## src/rtl/debug_pkg.sv

```systemverilog
// rtl/debug_pkg.sv - shared state codes, status word layout and marker for the debug step controller
package debug_pkg;

    typedef enum logic [3:0] {
        ST_HALT  = 4'h1,
        ST_RUN   = 4'h2,
        ST_STEP  = 4'h3,
        ST_BREAK = 4'h4
    } state_e;

    localparam int WORD_STATE_MSB = 31;
    localparam int WORD_STATE_LSB = 28;
    localparam int WORD_COUNT_MSB = 27;
    localparam int WORD_COUNT_LSB = 16;
    localparam int WORD_PROBE_MSB = 15;
    localparam int WORD_PROBE_LSB = 0;

    localparam logic [31:0] DEBUG_MARKER = 32'hFFFF_FFFF;

    function automatic logic [31:0] pack_word(input state_e st, input logic [11:0] cnt,
                                              input logic [15:0] prb);
        logic [31:0] w;
        w = '0;
        w[WORD_STATE_MSB:WORD_STATE_LSB] = st;
        w[WORD_COUNT_MSB:WORD_COUNT_LSB] = cnt;
        w[WORD_PROBE_MSB:WORD_PROBE_LSB] = prb;
        // Legal state codes keep bit 31 clear; the guard keeps the marker unreachable by construction.
        return (w == DEBUG_MARKER) ? (w & 32'h7FFF_FFFF) : w;
    endfunction

endpackage

```

## src/rtl/debug_bp_match.sv

```systemverilog
// rtl/debug_bp_match.sv - combinational masked breakpoint compare of the probe bus
module debug_bp_match (
    input  logic        bp_en_i,
    input  logic [15:0] bp_value_i,
    input  logic [15:0] bp_mask_i,
    input  logic [15:0] probe_i,
    output logic        match_o
);

    assign match_o = bp_en_i && (((probe_i ^ bp_value_i) & bp_mask_i) == 16'h0000);

endmodule

```

## src/rtl/debug_step_ctrl.sv

```systemverilog
// rtl/debug_step_ctrl.sv - run/halt/step/breakpoint clock-enable controller; breakpoint logic under DEBUG_STEP_BREAKPOINT_EN
module debug_step_ctrl
    import debug_pkg::*;
#(
    parameter int STEP_CYCLES = 1,
    parameter bit RESET_RUN   = 1'b0
) (
    input  logic        clk,
    input  logic        reset,
    input  logic        run_req,
    input  logic        halt_req,
    input  logic        step_req,
    input  logic        bp_en,
    input  logic [15:0] bp_value,
    input  logic [15:0] bp_mask,
    input  logic [15:0] probe,
    output logic        core_en,
    output logic        halted,
    output logic        bp_hit,
    output logic [31:0] step_count,
    output logic [31:0] debug_wireout
);

    localparam state_e RESET_STATE = RESET_RUN ? ST_RUN : ST_HALT;

    state_e      state_q, state_d;
    logic [7:0]  cnt_q, cnt_d;
    logic        core_en_q, core_en_d;
    logic        halted_q, halted_d;
    logic [31:0] step_count_q, step_count_d;
    logic [31:0] wireout_q, wireout_d;
    logic        bp_fire;

`ifdef DEBUG_STEP_BREAKPOINT_EN
    logic bp_match;
    logic bp_hit_q, bp_hit_d;
    logic suppress_q, suppress_d;

    debug_bp_match u_bp_match (
        .bp_en_i    (bp_en),
        .bp_value_i (bp_value),
        .bp_mask_i  (bp_mask),
        .probe_i    (probe),
        .match_o    (bp_match)
    );

    // The first RUN cycle after BREAK must not re-trigger on the same probe value.
    assign bp_fire    = (state_q == ST_RUN) && bp_match && !suppress_q;
    assign bp_hit_d   = bp_fire || (bp_hit_q && !(run_req || step_req));
    assign suppress_d = (state_q == ST_BREAK) && (state_d == ST_RUN);

    always_ff @(posedge clk or posedge reset) begin
        if (reset) begin
            bp_hit_q   <= 1'b0;
            suppress_q <= 1'b0;
        end else begin
            bp_hit_q   <= bp_hit_d;
            suppress_q <= suppress_d;
        end
    end

    assign bp_hit = bp_hit_q;
`else
    logic unused_bp;
    assign unused_bp = ^{bp_en, bp_value, bp_mask};
    assign bp_fire   = 1'b0;
    assign bp_hit    = 1'b0;
`endif

    always_ff @(posedge clk or posedge reset) begin
        if (reset) begin
            state_q      <= RESET_STATE;
            cnt_q        <= 8'd0;
            core_en_q    <= RESET_RUN;
            halted_q     <= !RESET_RUN;
            step_count_q <= 32'd0;
            wireout_q    <= pack_word(RESET_STATE, 12'h000, 16'h0000);
        end else begin
            state_q      <= state_d;
            cnt_q        <= cnt_d;
            core_en_q    <= core_en_d;
            halted_q     <= halted_d;
            step_count_q <= step_count_d;
            wireout_q    <= wireout_d;
        end
    end

    always_comb begin
        state_d = state_q;
        cnt_d   = cnt_q;
        unique case (state_q)
            ST_HALT, ST_BREAK: begin
                if (halt_req) begin
                    state_d = ST_HALT;
                end else if (run_req) begin
                    state_d = ST_RUN;
                end else if (step_req) begin
                    state_d = ST_STEP;
                    cnt_d   = 8'(STEP_CYCLES);
                end
            end
            ST_RUN: begin
                if (halt_req) begin
                    state_d = ST_HALT;
                end else if (bp_fire) begin
                    state_d = ST_BREAK;
                end
            end
            ST_STEP: begin
                if (halt_req) begin
                    state_d = ST_HALT;
                    cnt_d   = 8'd0;
                end else begin
                    // cnt_q counts enabled cycles still owed, including the current one.
                    cnt_d = cnt_q - 8'd1;
                    if (cnt_q == 8'd1) begin
                        state_d = ST_HALT;
                    end
                end
            end
            default: state_d = RESET_STATE;
        endcase
    end

    always_comb begin
        core_en_d    = (state_d == ST_RUN) || (state_d == ST_STEP);
        halted_d     = !core_en_d;
        step_count_d = step_count_q + {31'd0, core_en_q};
        wireout_d    = pack_word(state_d, step_count_d[11:0], probe);
    end

    assign core_en       = core_en_q;
    assign halted        = halted_q;
    assign step_count    = step_count_q;
    assign debug_wireout = wireout_q;

endmodule

```

## config.mk

```make
export PLATFORM = sky130hd
export DESIGN_NAME = debug_step_ctrl
export DESIGN_NICKNAME = d
export VERILOG_FILES = /design/src/rtl/debug_pkg.sv /design/src/rtl/debug_bp_match.sv /design/src/rtl/debug_step_ctrl.sv
export SDC_FILE = /design/constraint.sdc
export NUM_CORES = 1
export LEC_CHECK = 0
export ABC_AREA = 1
export CAP_MARGIN = 20
export CORE_MARGIN = 2
export CORE_UTILIZATION = 49
export CTS_BUF_LIST = sky130_fd_sc_hd__clkbuf_4
export DETAILED_ROUTE_END_ITERATION = 12
export PLACE_DENSITY = 0.88
export SYNTH_ARGS = -nofsm -noshare
export SYNTH_HDL_FRONTEND = slang
export SYNTH_SLANG_ARGS = --single-unit
```

## constraint.sdc

```tcl
create_clock -name clk -period 4.6 [get_ports clk]
set_clock_uncertainty 0.15 [all_clocks]
set_input_delay 0.46 -clock clk [delete_from_list [all_inputs] [get_ports clk]]
set_output_delay 0.46 -clock clk [all_outputs]
set_load 0.01 [all_outputs]
```

# == After elaboration in Yosys (flattened, before gate mapping) ==
# Cells that the tools add are included.
# word_totals
ff_bits,78
inputBits,54
output_inout_bits,67
wordCells,37
# op_classes
add_sub_neg,2
eq_ne,11
muxes,13
reduce_logical,5
# ops
cell,n
adder 32 x 1 -> 32 bit,1
== test 32 bit (second input constant),1
two-way mux 32 bit,1
two-way mux 8 bit,4
two-way mux 4 bit,6
== test 4 x 2 -> 1 bit (second input constant),4
case mux 8 bit (2 select lines),1
case mux 4 bit (3 select lines),1
== test 8 x 1 -> 1 bit (second input constant),1
subtractor 8 x 1 -> 8 bit (second input constant),1
!= test 2 bit (second input constant),3
== test 4 x 1 -> 1 bit (second input constant),1
== test 4 x 3 -> 1 bit (second input constant),1
AND reduction 4 bit,1
nonzero test 2 bit,1
OR reduction 2 bit,1
logical NOT 1 bit,1
logical OR 1 bit,1

# == Longest topological paths before layout ==
# Gate-level depths: netlist of run 1.
# depth
ltp_word,7
ltp_mapped,9
ltp_nobuf,9

# == Worst setup path after synthesis of run 1 ==
# OpenSTA, ideal clock, no wires.
# synth_timing
path_kind,flip-flop to flip-flop
from,"reg, netlist name debug_wireout[16]"
to,reg step_count_q[28] (netlist: step_count[28])
setup_ps,117
arrival_time_ps,1477
required_ps,4333
setup_slack_ps,2856
path_stages_with_launch,10
path_buffers,0
synth_period_minus_slack_ps,1744
path_cell_list,dfrtp_1 -> ha_1 -> ha_1 -> nand2_2 -> nor2_4 -> inv_2 -> nor2_2 -> nand2_1 -> nand2_1 -> nand2_1
# synth_lines
item,line_no,source
to (signal assigned),debug_step_ctrl.sv:83,step_count_q <= step_count_d;
to (decl),debug_step_ctrl.sv:30,"logic [31:0] step_count_q, step_count_d;"

# == Final worst setup path of run 1 ==
# layout_timing
from,reg wireout_q[28] (netlist: debug_wireout[28])
to,out debug_wireout[28]
# layout_lines
item,line_no,source
from (decl),debug_step_ctrl.sv:31,"logic [31:0] wireout_q, wireout_d;"
from (signal assigned),debug_step_ctrl.sv:77,"wireout_q <= pack_word(RESET_STATE, 12'h000, 16'h0000);"
from (signal assigned),debug_step_ctrl.sv:84,wireout_q <= wireout_d;
to (decl),debug_step_ctrl.sv:21,output logic [31:0] debug_wireout
# No word-level cell between the ends.

==> results of run 1 <==
[stage by stage]
stage               cells  util, %
floorplan             374        -
global placement      522    63.69
detailed placement    522    63.69
global route          538    66.82
CTS                   538    66.82
finish                538    66.82
[flip-flops by register name, summed over array words and instances (netlist names)]
signal	cells
halted	1
step_count	20
core_en	1
state_q	1
cnt_q	8
debug_wireout	32
[placed cells by master, fill, tap and decap left out]
master	instances
sky130_fd_sc_hd__nand2_1	130
sky130_fd_sc_hd__clkdlybuf4s50_1	86
sky130_fd_sc_hd__dfrtp_1	61
sky130_fd_sc_hd__nor2_1	46
sky130_fd_sc_hd__inv_1	25
sky130_fd_sc_hd__nand3_1	16
sky130_fd_sc_hd__nand3b_1	13
sky130_fd_sc_hd__xor2_1	11
sky130_fd_sc_hd__clkbuf_4	9
sky130_fd_sc_hd__nand4_1	8
sky130_fd_sc_hd__nor2_4	7
sky130_fd_sc_hd__nor2_2	7
sky130_fd_sc_hd__xnor2_1	5
sky130_fd_sc_hd__nand2_2	4
sky130_fd_sc_hd__nor3_1	4
sky130_fd_sc_hd__ha_1	4
sky130_fd_sc_hd__o21ai_0	3
sky130_fd_sc_hd__inv_2	3
sky130_fd_sc_hd__conb_1	3
sky130_fd_sc_hd__bufinv_16	3
sky130_fd_sc_hd__nand2_4	2
sky130_fd_sc_hd__inv_6	2
sky130_fd_sc_hd__dfstp_2	2
sky130_fd_sc_hd__clkinv_1	1
sky130_fd_sc_hd__nand3_4	1
sky130_fd_sc_hd__clkinv_2	1
sky130_fd_sc_hd__a21oi_1	1
sky130_fd_sc_hd__clkinv_4	1
sky130_fd_sc_hd__inv_8	1
sky130_fd_sc_hd__buf_4	1
[cells in the mapped netlist (all sizes together)]
cell	number	area, µm²
nand2	136	535.5
o21ai	3	15.01
dfrtp	61	1526
conb	1	3.750
nand4	8	50.05
nor3	4	20.02
xnor2	5	43.79
nand3b	13	97.59
buf	16	120.1
dfstp	2	52.55
ha	4	50.05
clkinv	2	8.750
a21oi	1	5.000
inv	28	105.1
nor2	60	295.3
xor2	11	96.34
nand3	17	97.60
[cell families after synthesis]
group,after synthesis,synth area share (%)
xor gates and xnor gates,16,4.487
DFF,63,50.56
adders and majority gates,4,1.603
buffers and inverters,46,7.492
other,1,0.1201
and+or+nand+nor,238,35.10
AOI/OAI and AO/OA,4,0.6407
[report_power, final]
part	internal (W)	total (W)	switching [W]	leakage, nW
clock	0.000283	0.000513	0.000230	0.103
sequential	0.000604	0.000661	0.0000575	0.818
combinational	0.000160	0.000329	0.000168	0.975
total	0.00105	0.00150	0.000456	1.90
[final cells by class]
type                    count  area share [%]
flip-flops and latches     63           37.86
multi-input cells         265           31.59
repair buffers             87           20.82
clock inverters             7           3.060
inverters                  30           2.730
well taps                  77           2.310
clock buffers               9           1.620
[per-layer routing]
metal	vias up	wire (µm)
li1	1314	-
met1	1235	2668
met2	97	3657
met3	15	497
met4	0	178
met5	-	0
[worst paths after layout]
check	startpoint	to	slack, ns	cells after the start
setup reg to reg	debug_wireout[16]	step_count[26]	2.69	9
hold / removal	reset	step_count[25]	0.23	2
max in group asynchronous	reset	halted	3.17	3
min in group clk	probe[11]	debug_wireout[11]	0.32	1
setup / recovery	debug_wireout[28]	debug_wireout[28]	2.46	1
hold reg to reg	cnt_q[1]	cnt_q[1]	0.35	2
==> flow_metrics.py, run 1 <==
metrics = {
    "run_status": {
        "run_status": "finished clean",
    },
    "grt": {
        "grt_antenna_before_repair": 0,
        "first_pass_grt_wire_length_mm": 12.01,
        "use_met3_pct": 8.704,
        "globalRouteMet2Util_pct": 38.33,
        "grt_usage_pct": 21.41,
        "first_global_vias": 2763,
        "grt-busiest-layer": "met2",
        "grt-ovfl-total": 0,
        "grt_max_degree": 40,
        "fraction_of_met1_tracks_used_by_global_routing_pct": 22.19,
    },
    "clocking": {
        "cts.path.max_buffers": 2,
        "cts.htree.levels": 3,
        "register_clock_pin_slew_on_the_reported_worst_setup_and_hold_paths_ns": 0.13,
        "ctsResizeCount": 0,
        "cts_tree": "done",
        "tritoncts.num_buffers": 9,
        "clock_tree.root_cell": "sky130_fd_sc_hd__clkbuf_4",
        "cts.hold.buffers_added": 0,
        "postCtsSetupRepairBufs": 0,
        "worstSkewPairLatency_ns": 0.42,
        "clock_sink_total": 63,
    },
    "detailed_routing": {
        "wl_per_cell_um": 13.01,
        "antenna_violating_nets_post_route": 0,
        "drcViolationCount": 0,
        "detail_route.vias_per_cell": 4.946,
        "dr.first_iter.drc_count": 110,
        "drt_wl_total_mm": 7.001,
        "number_of_vias_in_the_routed_layout": 2661,
        "drtPass1Iterations": 4,
    },
    "critical_path": {
        "crit_path_max_fanout": 4,
        "critPathKind": "flip-flop to output port",
        "cp.buffers_inverters": 1,
        "crit_path_top_delay_cell": "sky130_fd_sc_hd__dfstp_2",
        "cp_cell_sequence": "clkdlybuf4s50_1",
        "critical_path_required_ns": 3.99,
        "worstSetupStartpointType": "flip-flop",
        "cp_top_family": "flip-flops",
        "crit_path_end_kind": "output port",
        "worst-endpoint-arrival_ns": 1.53,
        "delay_contributed_by_the_slowest_stage_of_the_critical_path_ns": 0.58,
    },
    "timing": {
        "maxClockFrequency_ghz": 0.4663,
        "setup_violations": 0,
        "maxSlewHeadroom_pct": 64.49,
        "worst_pin_slew_ns": 0.5318,
        "setup_ws_ns": 2.456,
        "grt_setup_unrepaired": "no",
        "worst_hold_slack_ns": 0.2325,
        "final.min_clock_period_ns": 2.144,
        "fin_setup_tns_ns": 0,
        "timing_max_transition_violations_final": 0,
        "period_share_pct": 46.62,
        "timing_hold_violations_final": 0,
    },
    "finish": {
        "final.fill_count": 490,
        "final_nets": 514,
        "n_antenna_cell": 0,
        "post-route-cell-area_um2": 4170,
        "drive_above_1_share_pct": 9.544,
        "multi_input_combinational_cell_area_um2": 1318,
        "ff_latch_area_um2": 1579,
        "area_growth_syn_to_layout_pct": 33.53,
    },
    "placement": {
        "gp_congestion": 0.8864,
        "pre_cts_slack_ns": 2.568,
        "port_buffers": 86,
        "detailed_place.area_um2": 3975,
        "detailed_placement_wirelength_estimate_mm": 5.398,
    },
    "logic_synthesis": {
        "synth_seq_area_share_pct": 50.56,
        "synth_area_per_cell_um2": 8.395,
        "synthesis_stage_register_bit_count": 63,
        "synthDistinctLibCells": 24,
        "yosysWarnings": 0,
        "syn_inst": 372,
        "netlist_area_um2": 3123,
    },
    "floorplan": {
        "fp-row-count": 29,
        "initial_core_util_pct": 50.04,
        "core_area_um2": 6241,
        "total_die_area_um2": 7028,
        "die_width_um": 83.84,
        "boundaryPins": 121,
        "chip_height_um": 83.84,
    },
    "power_and_ir_drop": {
        "p_total_w": 0.001503,
        "irDropWorstVdd_mv": 0.3043,
        "power_density_nw_per_um2": 360.4,
        "cellLeakagePower_nw": 1.896,
    },
    "job": {
        "maxcap_violations": 0,
    },
    "hold_path": {
        "timing.hold.worst.class": "input pin to asynchronous set/reset pin",
    },
}
Note: power is estimated with default switching activity, not from simulation.
==> run 2, diff against run 1 <==
--- a/config.mk
+++ b/config.mk
@@ -8,10 +8,10 @@
 export ABC_AREA = 1
 export CAP_MARGIN = 20
 export CORE_MARGIN = 2
-export CORE_UTILIZATION = 49
+export CORE_UTILIZATION = 41
 export CTS_BUF_LIST = sky130_fd_sc_hd__clkbuf_4
 export DETAILED_ROUTE_END_ITERATION = 12
-export PLACE_DENSITY = 0.88
+export PLACE_DENSITY = 0.79
 export SYNTH_ARGS = -nofsm -noshare
 export SYNTH_HDL_FRONTEND = slang
 export SYNTH_SLANG_ARGS = --single-unit
==> constraint.sdc (replaced) <==
create_clock -name clk -period 1.8 [get_ports clk]
set_clock_uncertainty 0.15 [all_clocks]
set_input_delay 0.18 -clock clk [delete_from_list [all_inputs] [get_ports clk]]
set_output_delay 0.18 -clock clk [all_outputs]
set_load 0.01 [all_outputs]
==> run 2 against run 1 <==
Combinational power grew to 2.7 times the previous value. Register-to-register slack worse by 2.6 ns. Utilization shrank 7.1 points. Largest power group unchanged. Largest cell class unchanged. Hold slack worse by 0.17 ns.
==> flow_metrics.py, run 2 (synthesized netlist as in run 1, its figures left out) <==
metrics = {
    "run_status": {
        "run_status": "finished clean",
    },
    "clocking": {
        "cts.path.max_buffers": 2,
        "worstSkewPairLatency_ns": 0.39,
        "clock_tree.root_cell": "sky130_fd_sc_hd__clkbuf_4",
        "clock_sink_total": 63,
        "register_clock_pin_slew_on_the_reported_worst_setup_and_hold_paths_ns": 0.12,
        "tritoncts.num_buffers": 9,
        "cts_tree": "done",
        "cts.htree.levels": 3,
    },
    "hold_path": {
        "worstHoldPathCells": 1,
        "min-delay-start": "probe[14]",
        "timing.hold.worst.class": "input pin to flip-flop",
        "holdPathEnd": "debug_wireout[14]",
    },
    "grt": {
        "grt_antenna_before_repair": 0,
        "grt_max_degree": 21,
        "grt_usage_pct": 17.65,
        "first_global_vias": 2647,
        "grt-ovfl-total": 0,
        "first_pass_grt_wire_length_mm": 11.74,
    },
    "timing": {
        "final.min_clock_period_ns": 1.727,
        "setup_violations": 0,
        "maxClockFrequency_ghz": 0.5791,
        "worst_hold_slack_ns": 0.06378,
        "timing_hold_violations_final": 0,
        "grt_setup_unrepaired": "no",
        "period_share_pct": 95.93,
        "fin_setup_tns_ns": 0,
        "timing_max_transition_violations_final": 0,
    },
    "placement": {
        "gp_congestion": 0.9343,
        "port_buffers": 86,
        "place_inst": 552,
        "detailed_placement_wirelength_estimate_mm": 5.452,
    },
    "finish": {
        "largest_reg_flops": 32,
        "final.fill_count": 630,
        "stdcell_count": 578,
        "area_growth_syn_to_layout_pct": 40.10,
        "layout.cells.most_common_list": "sky130_fd_sc_hd__nand2_1, sky130_fd_sc_hd__clkdlybuf4s50_1, sky130_fd_sc_hd__nor2_1",
        "n_antenna_cell": 0,
        "drive_above_1_share_pct": 17.12,
        "final_nets": 532,
        "most_frequent_standard_cell_in_the_layout_excluding_fill_and_tap_cells": "sky130_fd_sc_hd__nand2_1",
    },
    "critical_path": {
        "cp_top_family": "buffers and inverters",
        "crit_path_top_delay_cell": "sky130_fd_sc_hd__clkdlybuf4s50_1",
        "critPathKind": "flip-flop to output port",
        "crit_path_end_kind": "output port",
        "cp.buffers_inverters": 1,
        "critical_path_required_ns": 1.47,
        "delay_contributed_by_the_slowest_stage_of_the_critical_path_ns": 0.56,
        "regToRegSetupSlack_ns": 0.14,
        "critical_path.startpoint": "step_count[24]",
        "cp_cell_sequence": "clkdlybuf4s50_1",
        "r2r-start": "debug_wireout[16]",
        "worst-endpoint-arrival_ns": 1.40,
        "crit_path_max_fanout": 6,
        "worstSetupStartpointType": "flip-flop",
        "worst_r2r_endpoint": "step_count[26]",
        "worstRegToRegCells": 9,
    },
    "detailed_routing": {
        "drcViolationCount": 0,
        "number_of_vias_in_the_routed_layout": 2689,
        "wl_per_cell_um": 12.21,
        "drtPass1Iterations": 4,
        "antenna_violating_nets_post_route": 0,
        "drt_wl_total_mm": 7.055,
        "detail_route.vias_per_cell": 4.652,
        "dr.first_iter.drc_count": 114,
    },
    "job": {
        "maxcap_violations": 0,
    },
    "power_and_ir_drop": {
        "cellLeakagePower_nw": 1.949,
        "irDropWorstVdd_mv": 0.6574,
        "power_density_nw_per_um2": 874.0,
    },
    "floorplan": {
        "core_area_um2": 7331,
        "total_die_area_um2": 8331,
        "initial_core_util_pct": 42.60,
        "chip_height_um": 91.28,
        "fp-row-count": 31,
        "die_width_um": 91.28,
        "boundaryPins": 121,
    },
}
-- run 2: cell count changes in the layout (fill, tap and decap cells not counted), sizes merged --
cell,delta
dlygate4sd3,+1
clkinvlp,+1
clkinv,+3
dlygate4sd2,+2
inv,-4
clkdlybuf4s50,-2
buf,+17
-- run 2: area by class of cell --
class,instances,area (µm²),share of cell area [%]
Clock buffer,9,67.56,1.544
Clock inverter,7,121.4,2.774
Inverter,30,117.6,2.688
Multi-Input combinational cell,265,1325,30.28
Sequential cell,63,1604,36.66
Tap cell,99,123.9,2.831
Timing Repair Buffer,105,1016,23.22
-- run 2: metrics by stage --
step / util [%] / cell area (µm²) / setup slack, ns / power (W)
finish: 59.69 / 4375 / 0.07329 / 0.003824
global route: 59.69 / 4375 / 0.002539 / 0.004070
CTS: 58.35 / 4278 / 0.004874 / 0.003823
detailed placement: 55.64 / 4079 / 0.1538 / 0.002568
global placement: 55.64 / 4079 / 0.1920 / 0.002543
floorplan: - / 3134 / 0.05617 / 0.002211
-- run 2: worst reg2reg max path, cell delays in order (launching register included) --
cell and delay, ns:
sky130_fd_sc_hd__dfrtp_1 0.39, sky130_fd_sc_hd__ha_1 0.18, sky130_fd_sc_hd__ha_2 0.19, sky130_fd_sc_hd__nand2_2 0.06, sky130_fd_sc_hd__nor2_4 0.19, sky130_fd_sc_hd__nand2_4 0.10, sky130_fd_sc_hd__nor2_4 0.13, sky130_fd_sc_hd__nand2_1 0.07
sky130_fd_sc_hd__nand2_1 0.05, sky130_fd_sc_hd__nand2_1 0.05
-- run 2: power breakdown --
part / leakage (nW) / internal [W] / switching (W) / total [W]
logic: 1.06 / 0.000459 / 0.000441 / 0.000900
clock network: 0.100 / 0.000708 / 0.000534 / 0.00124
registers: 0.786 / 0.00155 / 0.000131 / 0.00168
-- run 2: repair_timing --
action,in CTS,in global routing
setup buffers,0,9
hold buffers,1,0
gates resized for setup,4,20
hold endpoints to repair,8,0
endpoints found under the setup margin,5,34
pin swaps,0,1
-- run 2: worst max-delay path by stage --
| stage | to | slack [ns] | depth (start not counted) |
|---|---|---|---|
| after floorplan | step_count[28] | 0.06 | 9 |
| after global placement | step_count[26] | 0.19 | 9 |
| after detailed placement | step_count[26] | 0.15 | 9 |
| after CTS | step_count[3] | 0.005 | 1 |
| after global routing | debug_wireout[21] | 0.003 | 1 |
| final | step_count[24] | 0.07 | 1 |
-- run 2: per-layer routing --
| layer | global-route usage, % | up-vias | wire length [µm] |
|---|---|---|---|
| met5 | 0 | - | 0 |
| met4 | 8.081 | 0 | 97 |
| met1 | 20.62 | 1231 | 2843 |
| li1 | - | 1349 | - |
| met2 | 29.26 | 101 | 3524 |
| met3 | 6.058 | 8 | 590 |
